$ cat config.mk
export PLATFORM = sky130hd
export DESIGN_NAME = pc_sequencer_flat
export DESIGN_NICKNAME = d
export VERILOG_FILES = /design/src/rtl/pc_sequencer_if.sv /design/src/rtl/pc_sequencer.sv /design/src/flat_wrapper.sv
export SDC_FILE = /design/constraint.sdc
export NUM_CORES = 1
export LEC_CHECK = 0
export CORE_MARGIN = 8
export CORE_UTILIZATION = 40
export CTS_CLUSTER_DIAMETER = 100
export DETAILED_ROUTE_END_ITERATION = 12
export PLACE_DENSITY = 0.81
export SLEW_MARGIN = 20
export SYNTH_ARGS = -nofsm -noshare
export SYNTH_HDL_FRONTEND = slang
export SYNTH_SLANG_ARGS = --single-unit
$ cat constraint.sdc
create_clock -name clk -period 5.5 [get_ports clk]
set_clock_uncertainty 0.15 [all_clocks]
set_input_delay 1.1 -clock clk [delete_from_list [all_inputs] [get_ports clk]]
set_output_delay 1.1 -clock clk [all_outputs]
set_load 0.005 [all_outputs]
$ cat src/rtl/pc_sequencer_if.sv
// Front-end PC sequencer bus: hazard/imem/branch inputs and PC/select outputs.
interface pc_sequencer_if #(
  parameter int unsigned PC_WIDTH = 64
);
  logic                stall;
  logic                imem_ready;
  logic                br_valid;
  logic                br_is_cond;
  logic                br_cond;
  logic                br_uncond;
  logic                br_is_reg;
  logic [PC_WIDTH-1:0] next_pc;
  logic [PC_WIDTH-1:0] pc_reg;
  logic [PC_WIDTH-1:0] norm_result;
  logic                UncondBr;
  logic                BrTaken;
  logic                is_BR;
  logic                fetch_valid;
  logic                flush;
  logic                pc_misalign;

  modport master (
    output stall, imem_ready, br_valid, br_is_cond, br_cond, br_uncond, br_is_reg, next_pc,
    input  pc_reg, norm_result, UncondBr, BrTaken, is_BR, fetch_valid, flush, pc_misalign
  );

  modport slave (
    input  stall, imem_ready, br_valid, br_is_cond, br_cond, br_uncond, br_is_reg, next_pc,
    output pc_reg, norm_result, UncondBr, BrTaken, is_BR, fetch_valid, flush, pc_misalign
  );
endinterface

$ cat src/rtl/pc_sequencer.sv
// Fetch PC register, next-PC select generation and post-redirect flush window.
// Optional feature macro: PC_MISALIGN_CHK_EN (align redirect targets, sticky pc_misalign).
module pc_sequencer #(
  parameter int unsigned          PC_WIDTH     = 64,
  parameter logic [PC_WIDTH-1:0]  RESET_PC     = '0,
  parameter int unsigned          FLUSH_CYCLES = 2
) (
  input logic             clk,
  input logic             reset,
  pc_sequencer_if.slave   bus
);

  typedef enum logic [1:0] {StIdle, StFetch, StFlush} state_e;

  state_e              state_q;
  logic [3:0]          cnt_q;
  logic [PC_WIDTH-1:0] pc_q;
  logic                flush_q;
  logic                taken;
  logic [PC_WIDTH-1:0] redirect_pc;

  always_comb begin
    taken = bus.br_valid & (state_q == StFetch) &
            (bus.br_is_reg | bus.br_uncond | (bus.br_is_cond & bus.br_cond));
  end

  // br_is_reg outranks br_uncond, which outranks br_is_cond.
  assign bus.is_BR    = taken & bus.br_is_reg;
  assign bus.BrTaken  = taken & ~bus.br_is_reg;
  assign bus.UncondBr = taken & ~bus.br_is_reg & bus.br_uncond;

  assign bus.pc_reg      = pc_q;
  assign bus.norm_result = pc_q + PC_WIDTH'(4);
  assign bus.flush       = flush_q;
  assign bus.fetch_valid = reset & (state_q == StFetch);

`ifdef PC_MISALIGN_CHK_EN
  logic mis_q;
  assign redirect_pc     = {bus.next_pc[PC_WIDTH-1:2], 2'b00};
  assign bus.pc_misalign = mis_q;
`else
  assign redirect_pc     = bus.next_pc;
  assign bus.pc_misalign = 1'b0;
`endif

  always_ff @(posedge clk) begin
    if (!reset) begin
      state_q <= StIdle;
      cnt_q   <= '0;
      pc_q    <= RESET_PC;
      flush_q <= 1'b0;
`ifdef PC_MISALIGN_CHK_EN
      mis_q   <= 1'b0;
`endif
    end else begin
      unique case (state_q)
        StIdle: state_q <= StFetch;
        StFetch: begin
          if (taken) begin
            // Redirect wins over stall and imem backpressure.
            pc_q    <= redirect_pc;
            state_q <= StFlush;
            flush_q <= 1'b1;
            cnt_q   <= 4'(FLUSH_CYCLES - 1);
`ifdef PC_MISALIGN_CHK_EN
            if (bus.next_pc[1:0] != 2'b00) mis_q <= 1'b1;
`endif
          end else if (!bus.stall && bus.imem_ready) begin
            pc_q <= bus.next_pc;
          end
        end
        StFlush: begin
          if (cnt_q == 4'd0) begin
            state_q <= StFetch;
            flush_q <= 1'b0;
          end else begin
            cnt_q <= cnt_q - 4'd1;
          end
        end
        default: state_q <= StIdle;
      endcase
    end
  end

endmodule

$ cat src/flat_wrapper.sv
// flat-port wrapper written by rule: the top's interface ports become plain ports
module pc_sequencer_flat 
#(
  parameter int unsigned          PC_WIDTH     = 64,
  parameter logic [PC_WIDTH-1:0]  RESET_PC     = '0,
  parameter int unsigned          FLUSH_CYCLES = 2
)
  (clk, reset, bus_stall, bus_imem_ready, bus_br_valid, bus_br_is_cond, bus_br_cond, bus_br_uncond, bus_br_is_reg, bus_next_pc, bus_pc_reg, bus_norm_result, bus_UncondBr, bus_BrTaken, bus_is_BR, bus_fetch_valid, bus_flush, bus_pc_misalign);
  pc_sequencer_if #(.PC_WIDTH(PC_WIDTH)) bus_i ();
  input logic clk;
  input logic reset;
  input wire logic [$bits(bus_i.stall)-1:0] bus_stall;
  input wire logic [$bits(bus_i.imem_ready)-1:0] bus_imem_ready;
  input wire logic [$bits(bus_i.br_valid)-1:0] bus_br_valid;
  input wire logic [$bits(bus_i.br_is_cond)-1:0] bus_br_is_cond;
  input wire logic [$bits(bus_i.br_cond)-1:0] bus_br_cond;
  input wire logic [$bits(bus_i.br_uncond)-1:0] bus_br_uncond;
  input wire logic [$bits(bus_i.br_is_reg)-1:0] bus_br_is_reg;
  input wire logic [$bits(bus_i.next_pc)-1:0] bus_next_pc;
  output wire logic [$bits(bus_i.pc_reg)-1:0] bus_pc_reg;
  output wire logic [$bits(bus_i.norm_result)-1:0] bus_norm_result;
  output wire logic [$bits(bus_i.UncondBr)-1:0] bus_UncondBr;
  output wire logic [$bits(bus_i.BrTaken)-1:0] bus_BrTaken;
  output wire logic [$bits(bus_i.is_BR)-1:0] bus_is_BR;
  output wire logic [$bits(bus_i.fetch_valid)-1:0] bus_fetch_valid;
  output wire logic [$bits(bus_i.flush)-1:0] bus_flush;
  output wire logic [$bits(bus_i.pc_misalign)-1:0] bus_pc_misalign;
  assign bus_i.stall = bus_stall;
  assign bus_i.imem_ready = bus_imem_ready;
  assign bus_i.br_valid = bus_br_valid;
  assign bus_i.br_is_cond = bus_br_is_cond;
  assign bus_i.br_cond = bus_br_cond;
  assign bus_i.br_uncond = bus_br_uncond;
  assign bus_i.br_is_reg = bus_br_is_reg;
  assign bus_i.next_pc = bus_next_pc;
  assign bus_pc_reg = bus_i.pc_reg;
  assign bus_norm_result = bus_i.norm_result;
  assign bus_UncondBr = bus_i.UncondBr;
  assign bus_BrTaken = bus_i.BrTaken;
  assign bus_is_BR = bus_i.is_BR;
  assign bus_fetch_valid = bus_i.fetch_valid;
  assign bus_flush = bus_i.flush;
  assign bus_pc_misalign = bus_i.pc_misalign;
  pc_sequencer #(.PC_WIDTH(PC_WIDTH), .RESET_PC(RESET_PC), .FLUSH_CYCLES(FLUSH_CYCLES)) u_core (.clk(clk), .reset(reset), .bus(bus_i));
endmodule
==> impl_metrics.json <==
{
  "htreeDepth": 3,
  "rr_worst_depth": 6,
  "synthTopCellsByArea": "dfxtp_1, nand2_1, xnor2_1",
  "tightest_slew_ns": 0.946,
  "cts.hold.buffers_added": 0,
  "layout-drive-gt1-share_pct": 4.28,
  "synth.distinct_cells": 41,
  "n_antenna_cell": 0,
  "cts_setup_buffers": 0,
  "ys_ff_latch": 71,
  "via_per_inst": 5.14,
  "initial_utilization_pct": 40.8,
  "final_nets": 799,
  "syn_inst": 527,
  "drtIter0Drc": 296,
  "leakage_uw": 0.00221,
  "yosysSeqAreaShare_pct": 36.0,
  "max_freq_mhz": 232,
  "period_share_pct": 78.3,
  "r2r_start": "u_core.state_q[1]",
  "crit_start": "u_core.bus.pc_reg[2]",
  "drc": 0,
  "finalCriticalPeriod_ns": 4.30,
  "instances_no_fill": 857,
  "largest_reg_flops": 64,
  "outcome": "complete, no violations",
  "worstPathRequired_ns": 4.25,
  "grt_start_max_net_pins": 70,
  "io_buffers": 205,
  "totalWireLength_mm": 14.5,
  "yosysWarnings": 0,
  "rrSetupSlack_ns": 3.06,
  "grt_pass1_vias": 4410,
  "die_h_um": 115,
  "grt_pass1_wl_mm": 22.5,
  "yosysTopAreaCell": "dfxtp_1",
  "cts_resized": 0,
  "area_growth_pct": 59.6,
  "utilization_pct": 65.1,
  "critPathLaunchType": "flop",
  "finalHoldViolCount": 0,
  "die_area_um2": 13300,
  "layout_commonest_cell": "clkdlybuf4s50_1",
  "cts_buffer_depth": 2,
  "mappedNetlistArea_um2": 3950,
  "min_path_type": "flop to flop",
  "reg2reg_to": "u_core.bus.pc_reg[53]",
  "synthDominantCellAreaShare_pct": 36.0,
  "relSlewSlack_pct": 36.8,
  "dp_hpwl_mm": 11.2,
  "numCtsBuffers": 9,
  "rows": 36,
  "grt_antenna_before_repair": 0,
  "final_max_slew_viol_count": 0,
  "grt_usage_pct": 21.1,
  "rsz0062_at_grt": "no",
  "critical_path_class": "flop to primary output",
  "core-area_um2": 9680,
  "pin_count": 207,
  "die_w_um": 115,
  "synth_nets": 607,
  "clock-sinks": 71,
  "cts_root_buffer": "clkbuf_8",
  "cts_tree": "yes",
  "syn_avg_cell_area_um2": 7.50,
  "gp_congestion": 0.844,
  "first_pass_iters": 4,
  "fill_cells": 853,
  "setup_tns_ns": 0,
  "setup_viol": 0,
  "ys.flop_type": "dfxtp_1",
  "final_cell_mix": "clkdlybuf4s50_1, nand2_1, dfxtp_1",
  "arrival_ns": 3.05,
  "endpoint": "bus_norm_result[38]",
  "dpl.cell_count": 841,
  "ir_worst_vdd_mv": 0.188,
  "overflow": 0,
  "crit_fanout": 9,
  "synth_edf_count": 0,
  "maxCapViolCount": 0,
  "synth-async-reset-ratio_pct": 0,
  "hold_depth": 2,
  "clkTransAtPathRegs_ns": 0.08,
  "endpoint_kind": "primary output",
  "vias": 4403,
  "clk_latency_ns": 0.34,
  "wire_per_inst_um": 16.9,
  "power_density_nw_per_um2": 283,
  "ant_nets": 0
}
## power breakdown
group,leakage (uW),internal (uW),switching [uW]
registers,0.000578,585,101
logic,0.00153,356,275
clock network,0.000105,256,211
total,0.00221,1200,587
## stage by stage
step | total power, uW | hold WS (ns) | area (um2) | setup slack (ns)
2_1_floorplan | 946 | 0.303 | 3950 | 2.45
6_report | 1780 | 0.333 | 6300 | 1.20
3_5_place_dp | 1330 | 0.321 | 6080 | 1.49
3_3_place_gp | 1300 | 0.306 | 6080 | 1.54
4_1_cts | 1800 | 0.334 | 6300 | 1.18
5_1_grt | 1880 | 0.355 | 6300 | 1.01
## per-layer routing
layer  wire [um]  part of all wire, %  global-route usage [%]  vias to the layer above
met4         368                  2.5                    8.06                        0
li1            -                    -                       -                     2162
met5           0                    0                       0                        -
met1        5420                   37                    22.2                     2028
met2        7310                   51                    38.1                      187
met3        1370                  9.5                    6.93                       26
## cell families after synthesis
logic type / synth area share (%)
flip-flops: 36.0
other: 0.0949
XOR/XNOR: 13.3
buffers and inverters: 3.86
adder cells (fa/ha/maj): 2.22
AND/OR/NAND/NOR: 33.8
AO/OA/AOI/OAI: 10.7
## cell usage after synthesis, types with 2 or more instances
library cell	number
inv_1	9
o21a_1	2
buf_1	5
o21ai_0	2
and4_1	9
ha_1	7
and2_1	7
nor2_1	17
clkbuf_1	15
nor3_1	7
a21oi_1	67
buf_4	4
a21bo_2	2
nor4_4	2
xnor2_1	44
nand2_1	158
xor2_1	16
a31oi_1	3
nand2b_1	2
or4_1	2
nor3b_1	3
nand4_1	18
nor4_1	3
nand3_1	26
dfxtp_1	71
and3_1	8
buf_2	2
nand3_2	2
or2_1	2
## final cells by class
| cell class | instances | area (um2) | share of cell area [%] |
|---|---|---|---|
| Tap cell | 133 | 166 | 2.64 |
| Inverter | 10 | 40.0 | 0.635 |
| Sequential cell | 71 | 1420 | 22.5 |
| Clock inverter | 7 | 97.6 | 1.55 |
| Multi-Input combinational cell | 420 | 2390 | 37.9 |
| Timing Repair Buffer | 207 | 2070 | 32.8 |
| Clock buffer | 9 | 124 | 1.97 |
## worst max-delay path, cell delays in order, from the launching register on
cell and delay (ns):
dfxtp_1 0.41, ha_1 0.21, nand3_1 0.25, or2_1 0.33
nor4_4 0.54, nand3_1 0.20, xnor2_1 0.22, clkdlybuf4s50_1 0.54
## worst min path at each step
stage | from | slack, ns | endpoint
floorplan | u_core.state_q[1] | 0.30 | u_core.state_q[1]
global placement | u_core.bus.pc_reg[1] | 0.31 | u_core.bus.pc_reg[1]
detailed placement | u_core.bus.flush | 0.32 | u_core.bus.flush
CTS | u_core.bus.pc_reg[0] | 0.33 | u_core.bus.pc_reg[0]
global route | u_core.bus.pc_reg[1] | 0.36 | u_core.bus.pc_reg[1]
finish | u_core.bus.flush | 0.33 | u_core.bus.flush
No activity file was read; power rests on OpenSTA's default activity.
